### src/rtl/multiband_image_reader.sv
`default_nettype none
// ============================================================================
// multiband_image_reader - streams NUM_BANDS x IMG_SIZE pixels from a sync RAM
// in BSQ or BIP order through a 2-entry valid/ready output buffer.
// Revision: 1.0
// ============================================================================
module multiband_image_reader #(
    parameter int DATA_W    = 16,
    parameter int NUM_BANDS = 8,
    parameter int IMG_SIZE  = 1024,
    parameter int BAND_W    = (NUM_BANDS > 1) ? $clog2(NUM_BANDS) : 1,
    parameter int PIX_W     = $clog2(IMG_SIZE),
    parameter int ADDR_W    = $clog2(NUM_BANDS * IMG_SIZE)
) (
    input  logic              clk,
    input  logic              rst,
    input  logic              start_i,
    input  logic              mode_i,
    output logic              mem_en_o,
    output logic [ADDR_W-1:0] mem_addr_o,
    input  logic [DATA_W-1:0] mem_data_i,
    output logic [DATA_W-1:0] out_data_o,
    output logic [BAND_W-1:0] out_band_o,
    output logic [PIX_W-1:0]  out_pix_o,
    output logic              out_last_o,
    output logic              out_valid_o,
    input  logic              out_ready_i,
    output logic              busy_o,
    output logic              done_o
);

    typedef enum logic [1:0] {
        S_IDLE  = 2'd0,
        S_READ  = 2'd1,
        S_DRAIN = 2'd2,
        S_DONE  = 2'd3
    } state_t;

    typedef struct packed {
        logic [DATA_W-1:0] data;
        logic [BAND_W-1:0] band;
        logic [PIX_W-1:0]  pix;
        logic              last;
    } entry_t;

    state_t            state_q;
    logic              mode_q, busy_q, done_q, valid_q, inflight_q;
    logic [BAND_W-1:0] band_q, tag_band_q;
    logic [PIX_W-1:0]  pix_q, tag_pix_q;
    logic              tag_last_q;
    logic [1:0]        count_q, count_d;
    entry_t            head_q, tail_q, wr_entry;
    logic              pop, issue, band_end, pix_end, final_rd;

    assign band_end = (band_q == BAND_W'(NUM_BANDS - 1));
    assign pix_end  = (pix_q == PIX_W'(IMG_SIZE - 1));
    assign final_rd = band_end && pix_end;
    assign pop      = valid_q && out_ready_i;
    // Occupancy is taken after this cycle's pop so a fully-ready stream never bubbles.
    assign issue    = (state_q == S_READ) &&
                      (({1'b0, count_q} + {2'b00, inflight_q}) < (3'd2 + {2'b00, pop}));
    assign wr_entry = {mem_data_i, tag_band_q, tag_pix_q, tag_last_q};

    always_comb begin
        count_d = count_q;
        case ({inflight_q, pop})
            2'b10:   count_d = count_q + 2'd1;
            2'b01:   count_d = count_q - 2'd1;
            default: count_d = count_q;
        endcase
    end

    always_ff @(posedge clk) begin
        if (rst) begin
            state_q    <= S_IDLE;
            mode_q     <= 1'b0;
            busy_q     <= 1'b0;
            done_q     <= 1'b0;
            valid_q    <= 1'b0;
            inflight_q <= 1'b0;
            band_q     <= '0;
            pix_q      <= '0;
            tag_band_q <= '0;
            tag_pix_q  <= '0;
            tag_last_q <= 1'b0;
            count_q    <= 2'd0;
            head_q     <= '0;
            tail_q     <= '0;
        end else begin
            inflight_q <= issue;
            count_q    <= count_d;
            valid_q    <= (count_d != 2'd0);
            done_q     <= 1'b0;

            if (issue) begin
                tag_band_q <= band_q;
                tag_pix_q  <= pix_q;
                tag_last_q <= final_rd;
                if (mode_q) begin
                    band_q <= band_end ? '0 : band_q + BAND_W'(1);
                    if (band_end) pix_q <= pix_end ? '0 : pix_q + PIX_W'(1);
                end else begin
                    pix_q <= pix_end ? '0 : pix_q + PIX_W'(1);
                    if (pix_end) band_q <= band_end ? '0 : band_q + BAND_W'(1);
                end
            end

            case ({inflight_q, pop})
                2'b10: begin
                    if (count_q == 2'd0) head_q <= wr_entry;
                    else                 tail_q <= wr_entry;
                end
                2'b01: head_q <= tail_q;
                2'b11: begin
                    head_q <= (count_q == 2'd1) ? wr_entry : tail_q;
                    tail_q <= wr_entry;
                end
                default: ;
            endcase

            case (state_q)
                S_IDLE: begin
                    if (start_i) begin
                        state_q <= S_READ;
                        mode_q  <= mode_i;
                        band_q  <= '0;
                        pix_q   <= '0;
                        busy_q  <= 1'b1;
                    end
                end
                S_READ: begin
                    if (issue && final_rd) state_q <= S_DRAIN;
                end
                S_DRAIN: begin
                    if (pop && head_q.last) begin
                        state_q <= S_DONE;
                        done_q  <= 1'b1;
                    end
                end
                S_DONE: begin
                    state_q <= S_IDLE;
                    busy_q  <= 1'b0;
                end
                default: state_q <= S_IDLE;
            endcase
        end
    end

    assign mem_en_o    = issue;
    assign mem_addr_o  = ADDR_W'(band_q) * ADDR_W'(IMG_SIZE) + ADDR_W'(pix_q);
    assign out_data_o  = head_q.data;
    assign out_band_o  = head_q.band;
    assign out_pix_o   = head_q.pix;
    assign out_last_o  = head_q.last;
    assign out_valid_o = valid_q;
    assign busy_o      = busy_q;
    assign done_o      = done_q;

endmodule
`default_nettype wire

### config.mk
export PLATFORM = sky130hd
export DESIGN_NAME = multiband_image_reader
export DESIGN_NICKNAME = d
export VERILOG_FILES = /design/src/rtl/multiband_image_reader.sv
export SDC_FILE = /design/constraint.sdc
export NUM_CORES = 1
export LEC_CHECK = 0
export BUFFER_PORTS_ARGS = -buffer_cell sky130_fd_sc_hd__buf_2
export CAP_MARGIN = 5
export CORE_MARGIN = 4
export CORE_UTILIZATION = 56
export CTS_CLUSTER_DIAMETER = 40
export DETAILED_ROUTE_END_ITERATION = 8
export PLACE_DENSITY = 0.87
export SYNTH_ARGS = -nofsm -noshare
export SYNTH_HDL_FRONTEND = slang
export SYNTH_SLANG_ARGS = --single-unit
export TNS_END_PERCENT = 1
### constraint.sdc
create_clock -name clk -period 2 [get_ports clk]
set_input_delay 0.4 -clock clk [delete_from_list [all_inputs] [get_ports clk]]
set_output_delay 0.4 -clock clk [all_outputs]
set_load 0.02 [all_outputs]
==> out/metrics.yaml <==
status: "complete, but fails checks"
gp_congestion: 0.9015
nNetsFinal: 589
total_power_mw: 6.042
fin_crit_ns: 2.001
ys_dominant_reg_cell: "dfxtp_1"
numCtsBuffers: 9
clock_latency_ns: 0.37
total_leakage_power_nw: 1.866
p_per_area_nw_per_um2: 1239
path_clk_slew_ns: 0.11
cts_tree: "yes"
seq_area_frac_synth_pct: 47.32
syn_nets: 521
final_area_um2: 4876
dpl_cell_area_um2: 4569
syn_inst: 485
dieWidth_um: 93.16
cp.required_ns: 1.60
die_h_um: 93.16
worstHoldEndpoint: "tail_q[17]$_SDFFE_PP0P_"
via_per_inst: 5.748
grt_overflow: 0
reg2reg_from: "inflight_q$_SDFF_PP0_"
drtIter0Drc: 262
synth_cell_types: 41
rsz0062_at_grt: "true"
timing.final.crit_share_pct: 100.0
clock.fmax_mhz: 499.8
worstHoldStart: "mem_data_i[3]"
whs_path_depth: 3
grt_pass1_vias: 3479
path_class: "reg -> out"
slew_viol_final: 0
pre_cts_slack_ns: 0.03691
io_pins: 68
stdcell_count: 654
reg2reg_slack_ns: 0.03
ir_drop_uv: 601.7
initial_core_util_pct: 58.80
violations: "setup timing"
slew_headroom_pct: 64.30
drv_cap: 0
num_vias: 3759
rr_worst_depth: 7
final_util_pct: 70.60
fin_worst_skew_ns: 0.01725
cts-root-buf: "clkbuf_8"
final_layout_size_suffix_gt1_share_pct: 22.94
grt_max_degree: 59
setup_viol: 1
r2r_end: "pix_q[6]$_SDFF_PP0_"
final_common_cell: "nand2_1"
worstHoldPathType: "in -> reg"
io_buffers: 67
yosys_register_bits: 96
drc: 0
syn-cell-area_um2: 4061
finalHoldViolCount: 0
avgRoutedWirePerCell_um: 15.12
start_kind: "flop"
dp.cells: 631
wl_mm: 9.889
ctsHtreeMaxLevel: 3
num_rows: 30
grtUsageTotal_pct: 22.87
diodes: 0
grt_pass1_wl_mm: 16.14
antenna_found_initial: 0
finalWorstSetupSlack_ns: -0.0007596
antenna_left: 0
yosysWarnings: 0
final.setup.tns_ns: -0.0007596
cp-startpoint: "count_q[0]$_SDFF_PP0_"
clkSinkCount: 96
die-area_um2: 8679
synth_area_per_cell_um2: 8.374
synth_edf_count: 0
layout_common_cells: "98 x nand2_1, 93 x dfxtp_1, 66 x buf_2"
tightest_slew_ns: 0.5354
end_kind: "output pin"
area_growth_pct: 20.06
first_pass_iters: 5
coreArea_um2: 6907
whs_ns: 0.2615
dp_hpwl_mm: 6.438
cts_max_path_buffers: 2
synthArstFlopShare_pct: 0
arrival_ns: 1.60
path_max_fanout: 4
[synth_stat cells (3+ instances only)]
| library cell | instances | area (um^2) |
|---|---|---|
| nand3_1 | 10 | 50.05 |
| clkbuf_1 | 29 | 108.9 |
| o21ai_0 | 8 | 40.04 |
| or4_1 | 4 | 30.03 |
| mux2i_1 | 4 | 40.04 |
| o31ai_1 | 5 | 37.54 |
| inv_1 | 14 | 52.55 |
| dfxtp_1 | 96 | 1922 |
| ha_1 | 15 | 187.7 |
| nor2_1 | 39 | 146.4 |
| a22oi_1 | 30 | 225.2 |
| nor3_1 | 3 | 15.01 |
| a211oi_1 | 32 | 240.2 |
| nand2_1 | 98 | 367.9 |
| o211ai_1 | 4 | 30.03 |
| a21oi_1 | 60 | 300.3 |
| nand2b_1 | 3 | 18.77 |
[critical path: stages, from the launching register on]
cell	delay, ns
dfxtp_4	0.37
ha_4	0.17
ha_4	0.26
inv_2	0.05
o21ai_2	0.18
inv_2	0.08
buf_6	0.13
[where the power goes]
| part | switching, mW | internal, mW | total (mW) |
|---|---|---|---|
| Combinational | 1.45 | 0.869 | 2.32 |
| Clock | 0.739 | 0.491 | 1.23 |
| Sequential | 0.217 | 2.27 | 2.49 |
| Total | 2.41 | 3.63 | 6.04 |
[final cells by class]
| cell class | count | area (um^2) |
|---|---|---|
| tap | 96 | 120.1 |
| multi-input combinational | 342 | 2011 |
| timing repair buffer | 90 | 564.3 |
| clock inverter | 7 | 73.82 |
| inverter | 14 | 52.55 |
| sequential | 96 | 1931 |
| fill | 559 | 2031 |
| clock buffer | 9 | 123.9 |
[kinds of logic (layout without fill, tap and decap cells)]
group	count (synthesis)	after routing	share of synthesized area [%]
AND/OR/NAND/NOR	174	174	18.82
AO/OA/AOI/OAI	148	148	23.38
flip-flops	96	96	47.32
buffers and inverters	47	120	4.652
adder cells (fa/ha/maj)	15	15	4.621
multiplexers	4	4	0.9859
XOR/XNOR	1	1	0.2157
[worst max path at each step]
stage	endpoint	slack, ns	depth (start not counted)
floorplan	pix_q[8]$_SDFF_PP0_	0.09	6
global placement	pix_q[8]$_SDFF_PP0_	0.1	6
detailed placement	pix_q[8]$_SDFF_PP0_	0.04	6
CTS	mem_en_o	-0.03	5
global route	mem_en_o	-0.04	6
finish	mem_en_o	-0.0008	6
[metal layers]
metal / global-route usage (%) / vias to the layer above / part of all wire (%)
met5: 0 / - / 0
met4: 8.791 / 0 / 2.1
met3: 3.540 / 20 / 6.6
met2: 37.19 / 134 / 48
met1: 30.60 / 1754 / 43
li1: - / 1851 / -
[sequential cells by signal (all words and copies together), names as in the netlist]
| signal | count |
|---|---|
| out_valid_o | 1 |
| tag_pix_q | 10 |
| inflight_q | 1 |
| out_last_o | 1 |
| pix_q | 10 |
| mode_q | 1 |
| busy_o | 1 |
| band_q | 3 |
| tag_band_q | 3 |
| out_data_o | 16 |
| count_q | 2 |
| out_pix_o | 10 |
| out_band_o | 3 |
| done_o | 1 |
| state_q | 2 |
| tag_last_q | 1 |
| tail_q | 30 |
[timing repair]
action | CTS | global route
resized for setup | 8 | 10
endpoints found under the setup margin | 4 | 7
setup buffers | 2 | 5
gates cloned | 0 | 0
pin swaps | 4 | 1
hold buffers | 0 | 0
Note: power is estimated with default switching activity, not from simulation.
